**src/rtl/dma_arb_pkg.sv**
```systemverilog
// Shared types and helpers for the DMA channel arbiter.
// Holds the FSM state encoding, default widths and the one-hot decode helper.
package dma_arb_pkg;

  localparam int DEF_AW = 8;
  localparam int DEF_LW = 8;
  localparam int WD_W   = 10;

  typedef enum logic [1:0] {
    IDLE  = 2'd0,
    START = 2'd1,
    BUSY  = 2'd2,
    FAULT = 2'd3
  } state_t;

  // Decodes a channel index (0..7) into an 8-bit one-hot vector.
  function automatic logic [7:0] onehot(input logic [2:0] idx);
    onehot = 8'b1 << idx;
  endfunction

endpackage

```
**src/rtl/dma_channel_arbiter_rr_pick.sv**
```systemverilog
// Rotating-priority picker: the search starts at the channel just after ptr
// and wraps, so the most recently served channel has the lowest priority.
module rr_pick #(
  parameter int NUM_CH = 4,
  parameter int PW     = $clog2(NUM_CH)
) (
  input  logic [NUM_CH-1:0] req,
  input  logic [PW-1:0]     ptr,
  output logic [PW-1:0]     winner,
  output logic              valid
);

  logic [PW-1:0] cand;

  // Walk from the farthest distance down to the nearest so the nearest set request wins.
  always_comb begin
    winner = '0;
    valid  = 1'b0;
    cand   = '0;
    for (int k = NUM_CH; k >= 1; k--) begin
      cand = PW'((int'(ptr) + k) % NUM_CH);
      if (req[cand]) begin
        winner = cand;
        valid  = 1'b1;
      end
    end
  end

endmodule

```
**src/rtl/dma_channel_arbiter.sv**
```systemverilog
// Shares one byte-copy DMA engine among NUM_CH channels with round-robin
// arbitration, descriptor latching, edge-based completion and a BUSY watchdog.
module dma_channel_arbiter
  import dma_arb_pkg::*;
#(
  parameter int NUM_CH    = 4,
  parameter int AW        = DEF_AW,
  parameter int LW        = DEF_LW,
  parameter int WD_CYCLES = 1023
) (
  input  logic                 clk,
  input  logic                 rst_n,
  input  logic [NUM_CH-1:0]    req,
  input  logic [NUM_CH*AW-1:0] ch_src,
  input  logic [NUM_CH*AW-1:0] ch_dest,
  input  logic [NUM_CH*LW-1:0] ch_len,
  output logic [NUM_CH-1:0]    grant,
  output logic [NUM_CH-1:0]    ch_done,
  output logic [NUM_CH-1:0]    ch_err,
  output logic                 fault,
  output logic                 dma_start,
  output logic [AW-1:0]        dma_src,
  output logic [AW-1:0]        dma_dest,
  output logic [LW-1:0]        dma_length,
  input  logic                 dma_done
);

  localparam int              PW     = $clog2(NUM_CH);
  localparam logic [WD_W-1:0] WD_LIM = WD_W'(WD_CYCLES);

  state_t          state;
  logic [PW-1:0]   ptr;
  logic [PW-1:0]   win;
  logic [PW-1:0]   pick;
  logic            pick_valid;
  logic            dma_done_q;
  logic            done_rise;
  logic [WD_W-1:0] wd_cnt;

  logic [AW-1:0] src_arr  [NUM_CH];
  logic [AW-1:0] dest_arr [NUM_CH];
  logic [LW-1:0] len_arr  [NUM_CH];

  logic [7:0]        pick_oh_full;
  logic [7:0]        win_oh_full;
  logic [NUM_CH-1:0] pick_oh;
  logic [NUM_CH-1:0] win_oh;

  for (genvar gi = 0; gi < NUM_CH; gi++) begin : g_unpack
    assign src_arr[gi]  = ch_src[gi*AW +: AW];
    assign dest_arr[gi] = ch_dest[gi*AW +: AW];
    assign len_arr[gi]  = ch_len[gi*LW +: LW];
  end

  rr_pick #(
    .NUM_CH (NUM_CH),
    .PW     (PW)
  ) u_pick (
    .req    (req),
    .ptr    (ptr),
    .winner (pick),
    .valid  (pick_valid)
  );

  assign pick_oh_full = onehot(3'(pick));
  assign win_oh_full  = onehot(3'(win));
  assign pick_oh      = pick_oh_full[NUM_CH-1:0];
  assign win_oh       = win_oh_full[NUM_CH-1:0];

  // Completion is edge-based so a done level left over from the last transfer is ignored.
  assign done_rise = dma_done & ~dma_done_q;

  always_ff @(posedge clk or negedge rst_n) begin
    if (!rst_n) begin
      state      <= IDLE;
      ptr        <= PW'(NUM_CH - 1);
      win        <= '0;
      dma_done_q <= 1'b0;
      wd_cnt     <= '0;
      grant      <= '0;
      ch_done    <= '0;
      ch_err     <= '0;
      fault      <= 1'b0;
      dma_start  <= 1'b0;
      dma_src    <= '0;
      dma_dest   <= '0;
      dma_length <= '0;
    end else begin
      dma_done_q <= dma_done;
      ch_done    <= '0;
      ch_err     <= '0;
      dma_start  <= 1'b0;

      case (state)
        IDLE: begin
          if (pick_valid) begin
            ptr <= pick;
            if (len_arr[pick] == '0) begin
              ch_err <= pick_oh;
            end else begin
              dma_src    <= src_arr[pick];
              dma_dest   <= dest_arr[pick];
              dma_length <= len_arr[pick];
              grant      <= pick_oh;
              win        <= pick;
              dma_start  <= 1'b1;
              state      <= START;
            end
          end
        end

        START: begin
          wd_cnt <= '0;
          state  <= BUSY;
        end

        BUSY: begin
          if (done_rise) begin
            ch_done <= win_oh;
            grant   <= '0;
            state   <= IDLE;
          end else if (wd_cnt == WD_LIM) begin
            // Engine hung: report against the owner and park until system reset.
            ch_err     <= win_oh;
            fault      <= 1'b1;
            grant      <= '0;
            dma_src    <= '0;
            dma_dest   <= '0;
            dma_length <= '0;
            state      <= FAULT;
          end else begin
            wd_cnt <= wd_cnt + 1'b1;
          end
        end

        FAULT: begin
          state <= FAULT;
        end

        default: begin
          state <= IDLE;
        end
      endcase
    end
  end

endmodule
```
**config.mk**
```make
export PLATFORM = sky130hd
export DESIGN_NAME = dma_channel_arbiter
export DESIGN_NICKNAME = d
export VERILOG_FILES = /design/src/rtl/dma_arb_pkg.sv /design/src/rtl/dma_channel_arbiter_rr_pick.sv /design/src/rtl/dma_channel_arbiter.sv
export SDC_FILE = /design/constraint.sdc
export NUM_CORES = 1
export LEC_CHECK = 0
export CORE_ASPECT_RATIO = 1.5
export CORE_MARGIN = 2
export CORE_UTILIZATION = 29
export DETAILED_ROUTE_END_ITERATION = 6
export PLACE_DENSITY_LB_ADDON = 0.25
export RECOVER_POWER = 100
export SLEW_MARGIN = 40
export SYNTH_ARGS = -nofsm -noshare
export SYNTH_HDL_FRONTEND = slang
export SYNTH_HIERARCHICAL = 1
export SYNTH_SLANG_ARGS = --single-unit
```
**constraint.sdc**
```tcl
create_clock -name clk -period 7 [get_ports clk]
set_clock_uncertainty 0.05 [all_clocks]
set_input_delay 0.7 -clock clk [delete_from_list [all_inputs] [get_ports clk]]
set_output_delay 0.7 -clock clk [all_outputs]
set_load 0.005 [all_outputs]
```
==> flow_metrics.tcl <==
set metrics [dict create \
    viasPerCell 5.14 \
    dp_hpwl_um 6330 \
    row_count 45 \
    clkSlewWorstSetupHoldPaths_ps 60 \
    post_cts_buffers 0 \
    maxCapViolCount 2 \
    fmax_ghz 0.191 \
    critical_path.slowest_cell "o221ai_1" \
    ctsHoldBuffers 0 \
    root_buffer "clkbuf_16" \
    cp_max_fo 24 \
    period_share_pct 74.7 \
    cts_made_buffers 5 \
    netlist_area_mm2 0.00294 \
    min_delay_path_depth 1 \
    die_h_um 127 \
    synth_seq_cells 55 \
    wirelength_um 7900 \
    rr_worst_depth 10 \
    worstHoldEndpoint "fault" \
    status "finished with violations" \
    cp_cell_sequence "clkdlybuf4s50_1, and2b_1, a21oi_1, o221ai_1, buf_8, clkbuf_1, mux4_2, nor4_4, nand2_2, o211ai_4, a22o_1" \
    firstDrtPassIters 4 \
    synth_top_cell_area_share_pct 45.1 \
    finalHoldViolations 0 \
    drt-initial-drc-count 85 \
    die_width_um 86.2 \
    slew_viol_final 72 \
    synth_cell_types 42 \
    synth_area_per_cell_um2 13.0 \
    synth.area.top_cells "dfrtp_1, mux4_2, a22o_1" \
    start_util_pct 29.3 \
    crit_path_end_kind "flip-flop" \
    crit_type "input port to flip-flop" \
    grt_use_total_pct 14.9 \
    diodes 0 \
    drc_errors 0 \
    via_count 2476 \
    grt_setup_unrepaired "false" \
    final-setup-viol-count 0 \
    die_area_mm2 0.0110 \
    worst_slack_ps 1770 \
    crit_arrival_ps 5410 \
    r2r_start "ptr[1]" \
    yosys.area.top_type "dfrtp_1" \
    cts_tree "yes" \
    grt_max_degree 56 \
    clock_path_buffers 2 \
    core_area_mm2 0.0100 \
    power.density_mw_per_mm2 311 \
    period_needed_ps 5230 \
    violations "capacitance limit, slew limit" \
    wl_per_cell_um 16.4 \
    grt_pass1_wl_um 12900 \
    grt_antenna_before_repair 0 \
    reg2reg_slack_ps 2130 \
    place.gp.congestion 0.769 \
    antenna_left 0 \
    hold_path.startpoint "fault" \
    cts_max_level 2 \
    p_leak_nw 1.91 \
    final_layout_size_suffix_gt1_share_pct 12.1 \
    vdd_ir_drop_max_uv 130 \
    port-buffer-count 140 \
    seq_area_frac_synth_pct 46.9 \
    synth_fp_nets 331 \
    cts_sinks 55 \
    nets 468 \
    ys.warnings.count 6 \
    area_growth_syn_to_layout_pct 57.0 \
    cts_resized 0 \
    critPathMaxStageDelay_ps 990 \
    netlist_instances 227 \
    required_ps 7170 \
    hp-class "flip-flop to flip-flop" \
    max_slew.worst_pin.slew_ps 2830 \
    relSlewSlack_pct -88.8 \
    ioPinCount 141 \
    regToRegEndpoint "dma_src[4]" \
    crit_path_start_kind "input port" \
    grt_pass1_vias 2613 \
    clk_latency_ps 290 \
    tns_ps 0 \
    overflow 0 \
    place_ws_ps 2480 \
]
[cells in the mapped netlist (all sizes together)]
cell type / instances
a21oi: 7
a22o: 25
a31oi: 2
a32o: 4
and2: 3
and2b: 1
and3: 1
buf: 8
clkbuf: 6
dfrtp: 53
dfstp: 2
ha: 1
inv: 4
mux2: 5
mux2i: 2
mux4: 24
nand2: 11
nand2b: 10
nand3: 7
nand4: 8
nand4b: 1
nor2: 15
nor2b: 4
nor3: 2
nor4: 2
o211ai: 2
o21ai: 5
o221ai: 1
o22ai: 1
o31ai: 2
or3: 1
or4: 2
or4b: 1
xor2: 4
[metal layers]
metal	global-route usage (%)	up-vias	wire length, µm
met5	0	-	0
met3	3.36	7	510
met2	28.5	96	4460
met4	2.94	0	87
li1	-	1155	-
met1	16.6	1218	2850
[report_power, final]
| group | internal [mW] | switching [mW] | total (mW) |
|---|---|---|---|
| Clock | 0.169 | 0.107 | 0.276 |
| Sequential | 0.423 | 0.0793 | 0.503 |
| Combinational | 0.385 | 0.273 | 0.657 |
| Total | 0.977 | 0.459 | 1.44 |
[worst max-delay path: cells and delay by family]
kind | cells | cell delay [ps]
AO/OA/AOI/OAI | 4 | 1860
buffers and inverters | 3 | 1460
multiplexers | 1 | 650
AND/OR/NAND/NOR | 3 | 710
[through the flow]
step | hold slack (ps) | power (mW) | util [%] | instance area (µm²) | cells
after CTS | 426 | 1.50 | 46.5 | 4660 | 482
after detailed placement | 408 | 1.22 | 44.8 | 4490 | 474
after global routing | 438 | 1.53 | 46.1 | 4620 | 482
after floorplan | 354 | 0.887 | - | 2940 | 227
after global placement | 404 | 1.18 | 44.3 | 4440 | 472
final | 413 | 1.44 | 46.1 | 4620 | 482
[how the worst max path moves through the flow]
stage / startpoint / end / depth (start not counted)
final: req[3] / dma_src[4] / 11
after global routing: req[3] / dma_src[4] / 11
after CTS: req[3] / dma_src[1] / 11
after detailed placement: req[3] / dma_dest[3] / 11
after global placement: req[3] / dma_src[4] / 10
after floorplan: req[2] / grant[0] / 11
[area by class of cell]
type,instances,area [µm²]
clock buffer,7,133
clock inverter,1,30.0
fill,982,5410
inverter,4,15.0
multi-input combinational,154,1470
sequential,55,1380
tap,117,146
timing repair buffer,144,1450
[cell usage in the layout (no fill, tap or decap), drive strengths merged, types with 2 or more instances in the layout]
cell and n:
a21oi 7, clkbuf 9, or4 2, nor4 2, o31ai 2, nor2 15, inv 4, dfstp 2
dfrtp 53, nand2 11, clkdlybuf4s50 99, dlygate4sd3 40, nand4 8, o211ai 2, nor3 2, nand2b 10
buf 3, mux2i 2, a32o 4, a22o 25, mux2 5, nor2b 4, a31oi 2, nand3 7
o21ai 5, and2 3, mux4 24, xor2 4
[kinds of logic after synthesis]
kind of cell | Yosys count | synth area share, %
buffers and inverters | 18 | 3.57
DFF | 55 | 46.9
adders and majority gates | 1 | 0.425
AOI/OAI and AO/OA | 49 | 13.3
muxes | 31 | 21.0
xor gates and xnor gates | 4 | 1.19
and+or+nand+nor | 69 | 13.6
[state kept, by name, indices dropped and copies added (netlist names), 2 cells and up]
register    count
grant           4
dma_length      8
dma_src         8
ch_done         4
dma_dest        8
state           2
win             2
wd_cnt         10
ptr             2
ch_err          4
(Power assumes the default switching activity.)
